File: config.mk
export PLATFORM = sky130hd
export DESIGN_NAME = multicycle_control_unit
export DESIGN_NICKNAME = d
export VERILOG_FILES = /design/src/rtl/mc_ctrl_pkg.sv /design/src/rtl/alu_decoder.sv /design/src/rtl/multicycle_control_unit.sv
export SDC_FILE = /design/constraint.sdc
export NUM_CORES = 1
export LEC_CHECK = 0
export ABC_AREA = 1
export BUFFER_PORTS_ARGS = -buffer_cell sky130_fd_sc_hd__buf_4
export CORE_MARGIN = 4
export CORE_UTILIZATION = 43
export CTS_CLUSTER_SIZE = 40
export DETAILED_ROUTE_END_ITERATION = 6
export PLACE_DENSITY = 0.83
export SLEW_MARGIN = 5
export SYNTH_ARGS = -nofsm -noshare
export SYNTH_HDL_FRONTEND = slang
export SYNTH_SLANG_ARGS = --single-unit
File: constraint.sdc
create_clock -name clk -period 1.69 [get_ports clk]
set_input_delay 0.0845 -clock clk [delete_from_list [all_inputs] [get_ports clk]]
set_output_delay 0.0845 -clock clk [all_outputs]
set_load 0.01 [all_outputs]
File: src/rtl/mc_ctrl_pkg.sv
// Shared encodings for the multicycle RV32I controller:
// FSM states, opcodes, ALU operations and datapath mux selects.
package mc_ctrl_pkg;

    typedef enum logic [3:0] {
        S_FETCH    = 4'd0,
        S_DECODE   = 4'd1,
        S_MEMADR   = 4'd2,
        S_MEMREAD  = 4'd3,
        S_MEMWB    = 4'd4,
        S_MEMWRITE = 4'd5,
        S_EXECUTER = 4'd6,
        S_EXECUTEI = 4'd7,
        S_ALUWB    = 4'd8,
        S_BRANCH   = 4'd9,
        S_JAL      = 4'd10
    } state_t;

    localparam logic [6:0] OP_LW  = 7'b0000011;
    localparam logic [6:0] OP_SW  = 7'b0100011;
    localparam logic [6:0] OP_R   = 7'b0110011;
    localparam logic [6:0] OP_I   = 7'b0010011;
    localparam logic [6:0] OP_B   = 7'b1100011;
    localparam logic [6:0] OP_JAL = 7'b1101111;

    typedef enum logic [1:0] {
        ALUOP_ADD   = 2'b00,
        ALUOP_SUB   = 2'b01,
        ALUOP_FUNCT = 2'b10
    } aluop_t;

    localparam logic [2:0] ALU_ADD = 3'b000;
    localparam logic [2:0] ALU_SUB = 3'b001;
    localparam logic [2:0] ALU_AND = 3'b010;
    localparam logic [2:0] ALU_OR  = 3'b011;
    localparam logic [2:0] ALU_SLT = 3'b101;

    localparam logic [1:0] RES_ALUOUT    = 2'b00;
    localparam logic [1:0] RES_DATA      = 2'b01;
    localparam logic [1:0] RES_ALURESULT = 2'b10;

    localparam logic [1:0] SRCA_PC    = 2'b00;
    localparam logic [1:0] SRCA_OLDPC = 2'b01;
    localparam logic [1:0] SRCA_RS1   = 2'b10;

    localparam logic [1:0] SRCB_RS2  = 2'b00;
    localparam logic [1:0] SRCB_IMM  = 2'b01;
    localparam logic [1:0] SRCB_FOUR = 2'b10;

    localparam logic [1:0] IMM_I = 2'b00;
    localparam logic [1:0] IMM_S = 2'b01;
    localparam logic [1:0] IMM_B = 2'b10;
    localparam logic [1:0] IMM_J = 2'b11;

    // Immediate format depends only on the opcode, never on FSM state
    function automatic logic [1:0] imm_sel(input logic [6:0] op);
        logic [1:0] sel;
        sel = IMM_I;
        case (op)
            OP_SW:   sel = IMM_S;
            OP_B:    sel = IMM_B;
            OP_JAL:  sel = IMM_J;
            default: sel = IMM_I;
        endcase
        return sel;
    endfunction

endpackage

File: src/rtl/alu_decoder.sv
// Maps ALUOp plus funct fields to the ALU operation select.
// Only the R-type form of funct3=000 with bit 30 set is a subtract.
module alu_decoder
    import mc_ctrl_pkg::*;
(
    input  logic [1:0] alu_op,
    input  logic [2:0] funct3,
    input  logic       op_b5,
    input  logic       funct7b5,
    output logic [2:0] alu_control
);

    logic is_sub;

    assign is_sub = op_b5 & funct7b5;

    always_comb begin
        alu_control = ALU_ADD;
        case (alu_op)
            ALUOP_ADD: alu_control = ALU_ADD;
            ALUOP_SUB: alu_control = ALU_SUB;
            ALUOP_FUNCT: begin
                case (funct3)
                    3'b000:  alu_control = is_sub ? ALU_SUB : ALU_ADD;
                    3'b010:  alu_control = ALU_SLT;
                    3'b110:  alu_control = ALU_OR;
                    3'b111:  alu_control = ALU_AND;
                    default: alu_control = ALU_ADD;
                endcase
            end
            default: alu_control = ALU_ADD;
        endcase
    end

endmodule

File: src/rtl/multicycle_control_unit.sv
// Moore controller sequencing one RV32I instruction over 3-5 cycles
// through a shared memory, with ready/wait handshake and BNE support.
module multicycle_control_unit
    import mc_ctrl_pkg::*;
#(
    parameter logic MEM_HANDSHAKE = 1'b1,
    parameter logic BRANCH_EXT    = 1'b1
) (
    input  logic       clk,
    input  logic       reset,
    input  logic [6:0] op,
    input  logic [2:0] funct3,
    input  logic       funct7b5,
    input  logic       zero,
    input  logic       mem_ready,
    output logic       PCWrite,
    output logic       AdrSrc,
    output logic       MemWrite,
    output logic       IRWrite,
    output logic [1:0] ResultSrc,
    output logic [1:0] ALUSrcA,
    output logic [1:0] ALUSrcB,
    output logic       RegWrite,
    output logic [1:0] ImmSrc,
    output logic [2:0] ALUControl,
    output logic       illegal_instr,
    output logic [3:0] state_o
);

    state_t     state_q, state_d;
    aluop_t     alu_op;
    logic       rdy;
    logic       br_taken;
    logic       pc_update;
    logic       branch;
    logic       adr_src;
    logic       mem_write;
    logic       ir_write;
    logic       reg_write;
    logic       illegal;
    logic [1:0] result_src;
    logic [1:0] src_a;
    logic [1:0] src_b;
    logic [2:0] alu_ctl;

    assign rdy      = mem_ready | ~MEM_HANDSHAKE;
    assign br_taken = zero ^ (BRANCH_EXT & funct3[0]);

    always_ff @(posedge clk) begin
        if (reset) state_q <= S_FETCH;
        else       state_q <= state_d;
    end

    always_comb begin
        state_d    = state_q;
        pc_update  = 1'b0;
        branch     = 1'b0;
        adr_src    = 1'b0;
        mem_write  = 1'b0;
        ir_write   = 1'b0;
        reg_write  = 1'b0;
        illegal    = 1'b0;
        result_src = RES_ALUOUT;
        src_a      = SRCA_PC;
        src_b      = SRCB_RS2;
        alu_op     = ALUOP_ADD;
        unique case (state_q)
            S_FETCH: begin
                ir_write   = rdy;
                pc_update  = rdy;
                src_b      = SRCB_FOUR;
                result_src = RES_ALURESULT;
                if (rdy) state_d = S_DECODE;
            end
            S_DECODE: begin
                src_a = SRCA_OLDPC;
                src_b = SRCB_IMM;
                case (op)
                    OP_LW, OP_SW: state_d = S_MEMADR;
                    OP_R:         state_d = S_EXECUTER;
                    OP_I:         state_d = S_EXECUTEI;
                    OP_B:         state_d = S_BRANCH;
                    OP_JAL:       state_d = S_JAL;
                    default: begin
                        state_d = S_FETCH;
                        illegal = 1'b1;
                    end
                endcase
            end
            S_MEMADR: begin
                src_a   = SRCA_RS1;
                src_b   = SRCB_IMM;
                state_d = op[5] ? S_MEMWRITE : S_MEMREAD;
            end
            S_MEMREAD: begin
                adr_src = 1'b1;
                if (rdy) state_d = S_MEMWB;
            end
            S_MEMWB: begin
                result_src = RES_DATA;
                reg_write  = 1'b1;
                state_d    = S_FETCH;
            end
            // Request stays asserted across wait cycles
            S_MEMWRITE: begin
                adr_src   = 1'b1;
                mem_write = 1'b1;
                if (rdy) state_d = S_FETCH;
            end
            S_EXECUTER: begin
                src_a   = SRCA_RS1;
                src_b   = SRCB_RS2;
                alu_op  = ALUOP_FUNCT;
                state_d = S_ALUWB;
            end
            S_EXECUTEI: begin
                src_a   = SRCA_RS1;
                src_b   = SRCB_IMM;
                alu_op  = ALUOP_FUNCT;
                state_d = S_ALUWB;
            end
            S_ALUWB: begin
                reg_write = 1'b1;
                state_d   = S_FETCH;
            end
            S_BRANCH: begin
                src_a   = SRCA_RS1;
                src_b   = SRCB_RS2;
                alu_op  = ALUOP_SUB;
                branch  = 1'b1;
                state_d = S_FETCH;
            end
            S_JAL: begin
                src_a     = SRCA_OLDPC;
                src_b     = SRCB_FOUR;
                pc_update = 1'b1;
                state_d   = S_ALUWB;
            end
            default: state_d = S_FETCH;
        endcase
    end

    alu_decoder u_alu_dec (
        .alu_op      (alu_op),
        .funct3      (funct3),
        .op_b5       (op[5]),
        .funct7b5    (funct7b5),
        .alu_control (alu_ctl)
    );

    // Every output is held low while reset is asserted
    assign PCWrite       = ~reset & (pc_update | (branch & br_taken));
    assign AdrSrc        = ~reset & adr_src;
    assign MemWrite      = ~reset & mem_write;
    assign IRWrite       = ~reset & ir_write;
    assign RegWrite      = ~reset & reg_write;
    assign illegal_instr = ~reset & illegal;
    assign ResultSrc     = reset ? 2'b00 : result_src;
    assign ALUSrcA       = reset ? 2'b00 : src_a;
    assign ALUSrcB       = reset ? 2'b00 : src_b;
    assign ImmSrc        = reset ? 2'b00 : imm_sel(op);
    assign ALUControl    = reset ? 3'b000 : alu_ctl;
    assign state_o       = reset ? 4'b0000 : state_q;

endmodule

==> results.yml, run 1 <==
outcome:
  status: "finished, violations left"
  violations: "setup timing"
timing:
  setup_ws_ns: -0.130
  rsz0062_at_grt: "yes"
  tightest_slew_ns: 0.297
  relSlewSlack_pct: 80.1
  fin_skew_ns: 0.0159
  fmax_mhz: 550
  maxSlewViolCount: 0
  min_period_ns: 1.82
  period_share_pct: 108
  setup_viol: 2
  hold_viol: 0
  fin_setup_tns_ns: -0.179
route:
  wl_per_cell_um: 15.1
  drc: 0
  drt_iter0_markers: 62
  ant_nets: 0
  avgViaCountPerCell: 5.63
  via_count: 1008
  drt-pass1-iter-count: 7
  routed_wirelength_mm: 2.70
cts:
  root_buffer: "clkbuf_4"
  clockBufferDepth: 2
  clk_latency_ns: 0.26
  cts_sinks: 4
  numCtsBuffers: 3
  htreeDepth: 1
  clk_pin_slew_ns: 0.05
  cts_tree: "done"
  cts_hold_buf: 0
setup_path:
  rr_worst_depth: 7
  cp_cell_sequence: "inv_4 -> nor2_4 -> inv_2 -> nor2_4 -> ha_4 -> nand2_4 -> nor2_4 -> nor3_2 -> nor3_2 -> buf_4"
  slowest_delay_ns: 0.36
  slowest_stage: "dfxtp_4"
  path_class: "reg -> out"
  crit_path_end_kind: "primary output"
  worst-path-buf-inv: 3
  critical_path.max_fanout: 4
  path_delay_family: "simple AND/OR/NAND/NOR gates"
  startpoint_type: "flip-flop"
  crit_arrival_ns: 1.74
  crit_required_ns: 1.61
  crit_cells: 10
  crit_top_cell: "nor2_4"
finish:
  final_util_pct: 81.5
  areaGrowthSynthToFinish_pct: 73.0
  design_area_um2: 1100
  max_flop_register: "state_q"
  finish.net_count: 183
  top_regs: "state_q x4"
  largest_reg_flops: 4
  final-seq-area_um2: 91.3
  drive_gt1_share_pct: 47.0
  multiInputGateArea_um2: 559
  n_antenna_cell: 0
  fillers: 97
floorplanning:
  core_area_um2: 1350
  ios: 36
  dieArea_um2: 2160
  std_cell_rows: 13
  start_util_pct: 47.1
  die_h_um: 46.4
  die_w_um: 46.4
pwr:
  vdd_drop_max_mv: 0.282
  clkPwrFrac_pct: 31.9
  p_total_w: 0.000427
  internal_power_w: 0.000256
  p_leak_nw: 0.568
  comb_power_share_pct: 45.1
  p_sw_w: 0.000170
  pwr-share-seq_pct: 22.9
  switching_share_pct: 39.9
  power.density_nw_per_um2: 388
synth:
  ys_top_cells_by_count: "nand2_1 (33), nor2_1 (19), inv_1 (14)"
  synth_area_leaders: "nand2_1 (19%), dfxtp_1 (13%), nor2_1 (11%)"
  netlist_area_um2: 636
  synth_warnings: 0
  yosysSeqAreaShare_pct: 12.6
  synthFlopType: "dfxtp_1"
  synth_cells: 118
  syn_area_per_cell_um2: 5.39
  yosysTopAreaCell: "nand2_1"
  synth-edff-count: 0
  synthMostInstantiatedCell: "nand2_1"
  ys_async_sr_fraction_pct: 0
  synth-seq-cells: 4
  syn_nets: 135
  synth.distinct_cells: 22
  synth_top_area_share_pct: 19.5
placed_design:
  port_buffers: 35
  dpl.hpwl_mm: 1.68
  dp_worst_setup_slack_ns: 0.0161
  placed_area_um2: 923
  gp_congestion: 0.866
grt:
  grt_pass1_vias: 884
  antenna_found_initial: 0
  grt_max_degree: 21
  grt_first_pass_wirelength_mm: 3.75
  grtUsageTotal_pct: 24.3
  gr-total-overflow: 0
min_path:
  min_path_cells: 4
  hp-class: "in -> reg"
run:
  drv_cap: 0
-- power groups by stage --
stage               registers (W)  logic [W]  clock network, W
finish                  0.0000977   0.000193          0.000136
global route            0.0000978   0.000210          0.000136
CTS                     0.0000977   0.000178          0.000127
detailed placement       0.000104   0.000174                 0
global placement         0.000104   0.000171                 0
floorplan                0.000107  0.0000919                 0
-- tightest hold or removal path, delay by kind of cell --
kind / cells / cell delay, ns
compound gates: 1 / 0.05
buf+inv: 1 / 0.10
simple gates: 2 / 0.09
-- layout by cell type (no fill, tap or decap), types with 4 or more instances in the layout --
cell type	count
a21oi_1	5
nor2_1	16
nor2_4	7
nand3_1	8
buf_4	45
inv_1	13
inv_2	4
nand2_1	31
-- area by class of cell --
class	count	share of cell area, %
clock buffer	3	2.05
sequential	4	8.30
tap	15	1.71
inverter	18	6.37
multi-input combinational	94	50.9
timing repair buffer	45	30.7
-- path summary, 6_finish.rpt --
path | start | to | slack [ns]
max | state_q[2] | ALUControl[0] | -0.13
min | mem_ready | state_q[0] | 0.11
max reg2reg | state_q[2] | state_q[2] | 0.20
min reg2reg | state_q[3] | state_q[3] | 0.74
-- logic make-up (layout without fill, tap and decap cells) --
logic type	count (synthesis)	in the layout	synth area share (%)
AND/OR/NAND/NOR	78	78	56.9
buffers and inverters	20	66	12.0
AO/OA/AOI/OAI	14	14	14.6
flip-flops	4	4	12.6
adder cells (fa/ha/maj)	2	2	3.94
-- through the flow --
| step | hold WS [ns] | std cells |
|---|---|---|
| 2_1_floorplan | 0.241 | 118 |
| 3_3_place_gp | 0.369 | 168 |
| 3_5_place_dp | 0.377 | 168 |
| 4_1_cts | 0.118 | 174 |
| 5_1_grt | 0.142 | 179 |
| 6_report | 0.112 | 179 |
-- what timing repair did --
item                                    CTS  global route
setup buffers                             3             5
endpoints found under the setup margin    3             3
resized for setup                        15            11
pin swaps                                 1            10
gates cloned                              0             0
-- layer usage --
| layer | vias up | global-route usage, % | wire length, µm |
|---|---|---|---|
| met5 | - | 0 | 0 |
| met4 | 0 | 10.8 | 109 |
| met3 | 16 | 7.03 | 278 |
| met2 | 74 | 40.1 | 1310 |
| met1 | 445 | 28.7 | 997 |
| li1 | 473 | - | - |
Note: power is estimated with default switching activity, not from simulation.
==> run 2, diff against run 1 <==
--- a/config.mk
+++ b/config.mk
@@ -8,10 +8,10 @@
 export ABC_AREA = 1
 export BUFFER_PORTS_ARGS = -buffer_cell sky130_fd_sc_hd__buf_4
 export CORE_MARGIN = 4
-export CORE_UTILIZATION = 43
+export CORE_UTILIZATION = 46
 export CTS_CLUSTER_SIZE = 40
 export DETAILED_ROUTE_END_ITERATION = 6
-export PLACE_DENSITY = 0.83
+export PLACE_DENSITY = 0.88
 export SLEW_MARGIN = 5
 export SYNTH_ARGS = -nofsm -noshare
 export SYNTH_HDL_FRONTEND = slang
==> constraint.sdc (replaced) <==
create_clock -name clk -period 2.25 [get_ports clk]
set_input_delay 0.1125 -clock clk [delete_from_list [all_inputs] [get_ports clk]]
set_output_delay 0.1125 -clock clk [all_outputs]
set_load 0.01 [all_outputs]
==> run 2 against run 1 <==
Net effect:
- the flow now finishes without violations
- combinational power decreased by 36%
- routed wire length decreased by 26%
- worst hold slack improved by 0.046 ns
- via count decreased by 12%
- sequential power decreased by 17%
- final area decreased by 15%
- sequential share of layout area increased by 0.30 points
==> results.yml, run 2 (synthesis gave the netlist of run 1 again) <==
finish:
  mostFrequentLayoutCell: "buf_4"
  max_flop_register: "state_q"
  mostFrequentLayoutCells: "buf_4 (35), nand2_1 (33), nor2_1 (19)"
  areaGrowthSynthToFinish_pct: 46.5
  drive_gt1_share_pct: 34.4
  final_util_pct: 71.5
  fillers: 128
  finish.net_count: 173
  top_regs: "state_q x4"
  n_antenna_cell: 0
  largest_reg_flops: 4
grt:
  grt_max_degree: 21
  grt_first_pass_wirelength_mm: 3.36
  grtUsageTotal_pct: 21.3
  gr-total-overflow: 0
  grt_pass1_vias: 860
  antenna_found_initial: 0
timing:
  maxSlewViolCount: 0
  setup_viol: 0
  fin_skew_ns: 0.00420
  setup_ws_ns: 0.305
  tightest_slew_ns: 0.275
  hold_viol: 0
  rsz0062_at_grt: "no"
  relSlewSlack_pct: 81.6
  period_share_pct: 86.5
  min_period_ns: 1.95
  fin_setup_tns_ns: 0
  fmax_mhz: 514
route:
  drc: 0
  wl_per_cell_um: 11.8
  avgViaCountPerCell: 5.25
  via_count: 888
  ant_nets: 0
  drt_iter0_markers: 26
  routed_wirelength_mm: 2.00
  drt-pass1-iter-count: 4
pwr:
  p_leak_nw: 0.499
  vdd_drop_max_mv: 0.319
  power.density_nw_per_um2: 317
setup_path:
  crit_path_end_kind: "primary output"
  crit_required_ns: 2.14
  slowest_delay_ns: 0.35
  ff2ff_setup_slack_ns: 0.97
  path_delay_family: "simple AND/OR/NAND/NOR gates"
  path_class: "reg -> out"
  worst-path-buf-inv: 3
  startpoint_type: "flip-flop"
  r2r_end: "state_q[0]"
  rr_worst_depth: 6
  cp-startpoint: "state_q[1]"
  cp_cell_sequence: "inv_2 -> nand2_2 -> nor2_2 -> inv_1 -> ha_1 -> nor4_1 -> buf_4"
  critical_path.max_fanout: 5
  crit_arrival_ns: 1.83
  slowest_stage: "dfxtp_1"
  r2r_start: "state_q[3]"
cts:
  cts_resized: 0
  clk_pin_slew_ns: 0.04
  clk_latency_ns: 0.24
  cts_tree: "done"
  cts_hold_buf: 0
  root_buffer: "clkbuf_4"
  numCtsBuffers: 3
  clockBufferDepth: 2
  cts_sinks: 4
  cts_setup_buffers: 0
  htreeDepth: 1
floorplanning:
  std_cell_rows: 13
  dieArea_um2: 2040
  die_w_um: 45.2
  ios: 36
  core_area_um2: 1300
  die_h_um: 45.2
  start_util_pct: 48.8
min_path:
  min_from: "mem_ready"
  min_path_cells: 4
  hp-class: "in -> reg"
  hold-path-endpoint: "state_q[2]"
placed_design:
  dpl.hpwl_mm: 1.63
  gp_congestion: 0.948
  dp_worst_setup_slack_ns: 0.571
  port_buffers: 35
run:
  drv_cap: 0
outcome:
  status: "completed"
==> run 2: changes by cell type in the layout (fill, tap and decap cells not counted), moves of 2 or more <==
cell     previous run  this run
buf_4              45        35
nor2_4              7         3
dfxtp_1             1         4
dfxtp_4             3         0
nor2_1             16        19
nand2_1            31        33
nor3_1              1         3
nor3_2              2         0
==> run 2: metal layers <==
layer  vias to the layer above  part of all wire [%]  track usage [%]
met5                         -                     0                0
met4                         0                     0             2.34
met3                         0                    11             6.37
met2                        45                    49             37.3
met1                       390                    40             26.3
li1                        453                     -                -
==> run 2: how the worst max path moves through the flow <==
stage                                to  slack [ns]  cells past startpoint
after floorplan           ALUControl[2]        0.64                      6
after global placement    ALUControl[0]        0.63                     10
after detailed placement  ALUControl[2]        0.57                      7
after CTS                 ALUControl[2]        0.30                      7
after global routing      ALUControl[2]        0.15                      7
final                     ALUControl[2]        0.30                      7
==> run 2: final cells by class <==
class / instances / area, µm² / area share, %
Multi-Input combinational cell: 94 / 479 / 51.5
Sequential cell: 4 / 80.1 / 8.60
Clock buffer: 3 / 22.5 / 2.42
Tap cell: 15 / 18.8 / 2.02
Inverter: 18 / 67.6 / 7.26
Timing Repair Buffer: 35 / 263 / 28.2
==> run 2: per-stage QoR <==
stage	total power, W	area [µm²]	hold slack (ns)	std cells
4_1_cts	0.000298	931	0.150	169
2_1_floorplan	0.000149	636	0.269	118
6_report	0.000295	931	0.157	169
3_3_place_gp	0.000201	908	0.397	166
5_1_grt	0.000315	931	0.166	169
3_5_place_dp	0.000205	908	0.404	166
==> run 2: power breakdown <==
part	internal, W	switching [W]
clock	0.0000597	0.0000297
combinational	0.0000559	0.0000684
sequential	0.0000745	0.00000651
total	0.000190	0.000105
==> run 2: worst min-delay path, stage by stage <==
cell and delay, ns:
buf_4 0.10, a31oi_4 0.04, nand2_1 0.05, nand2_1 0.04
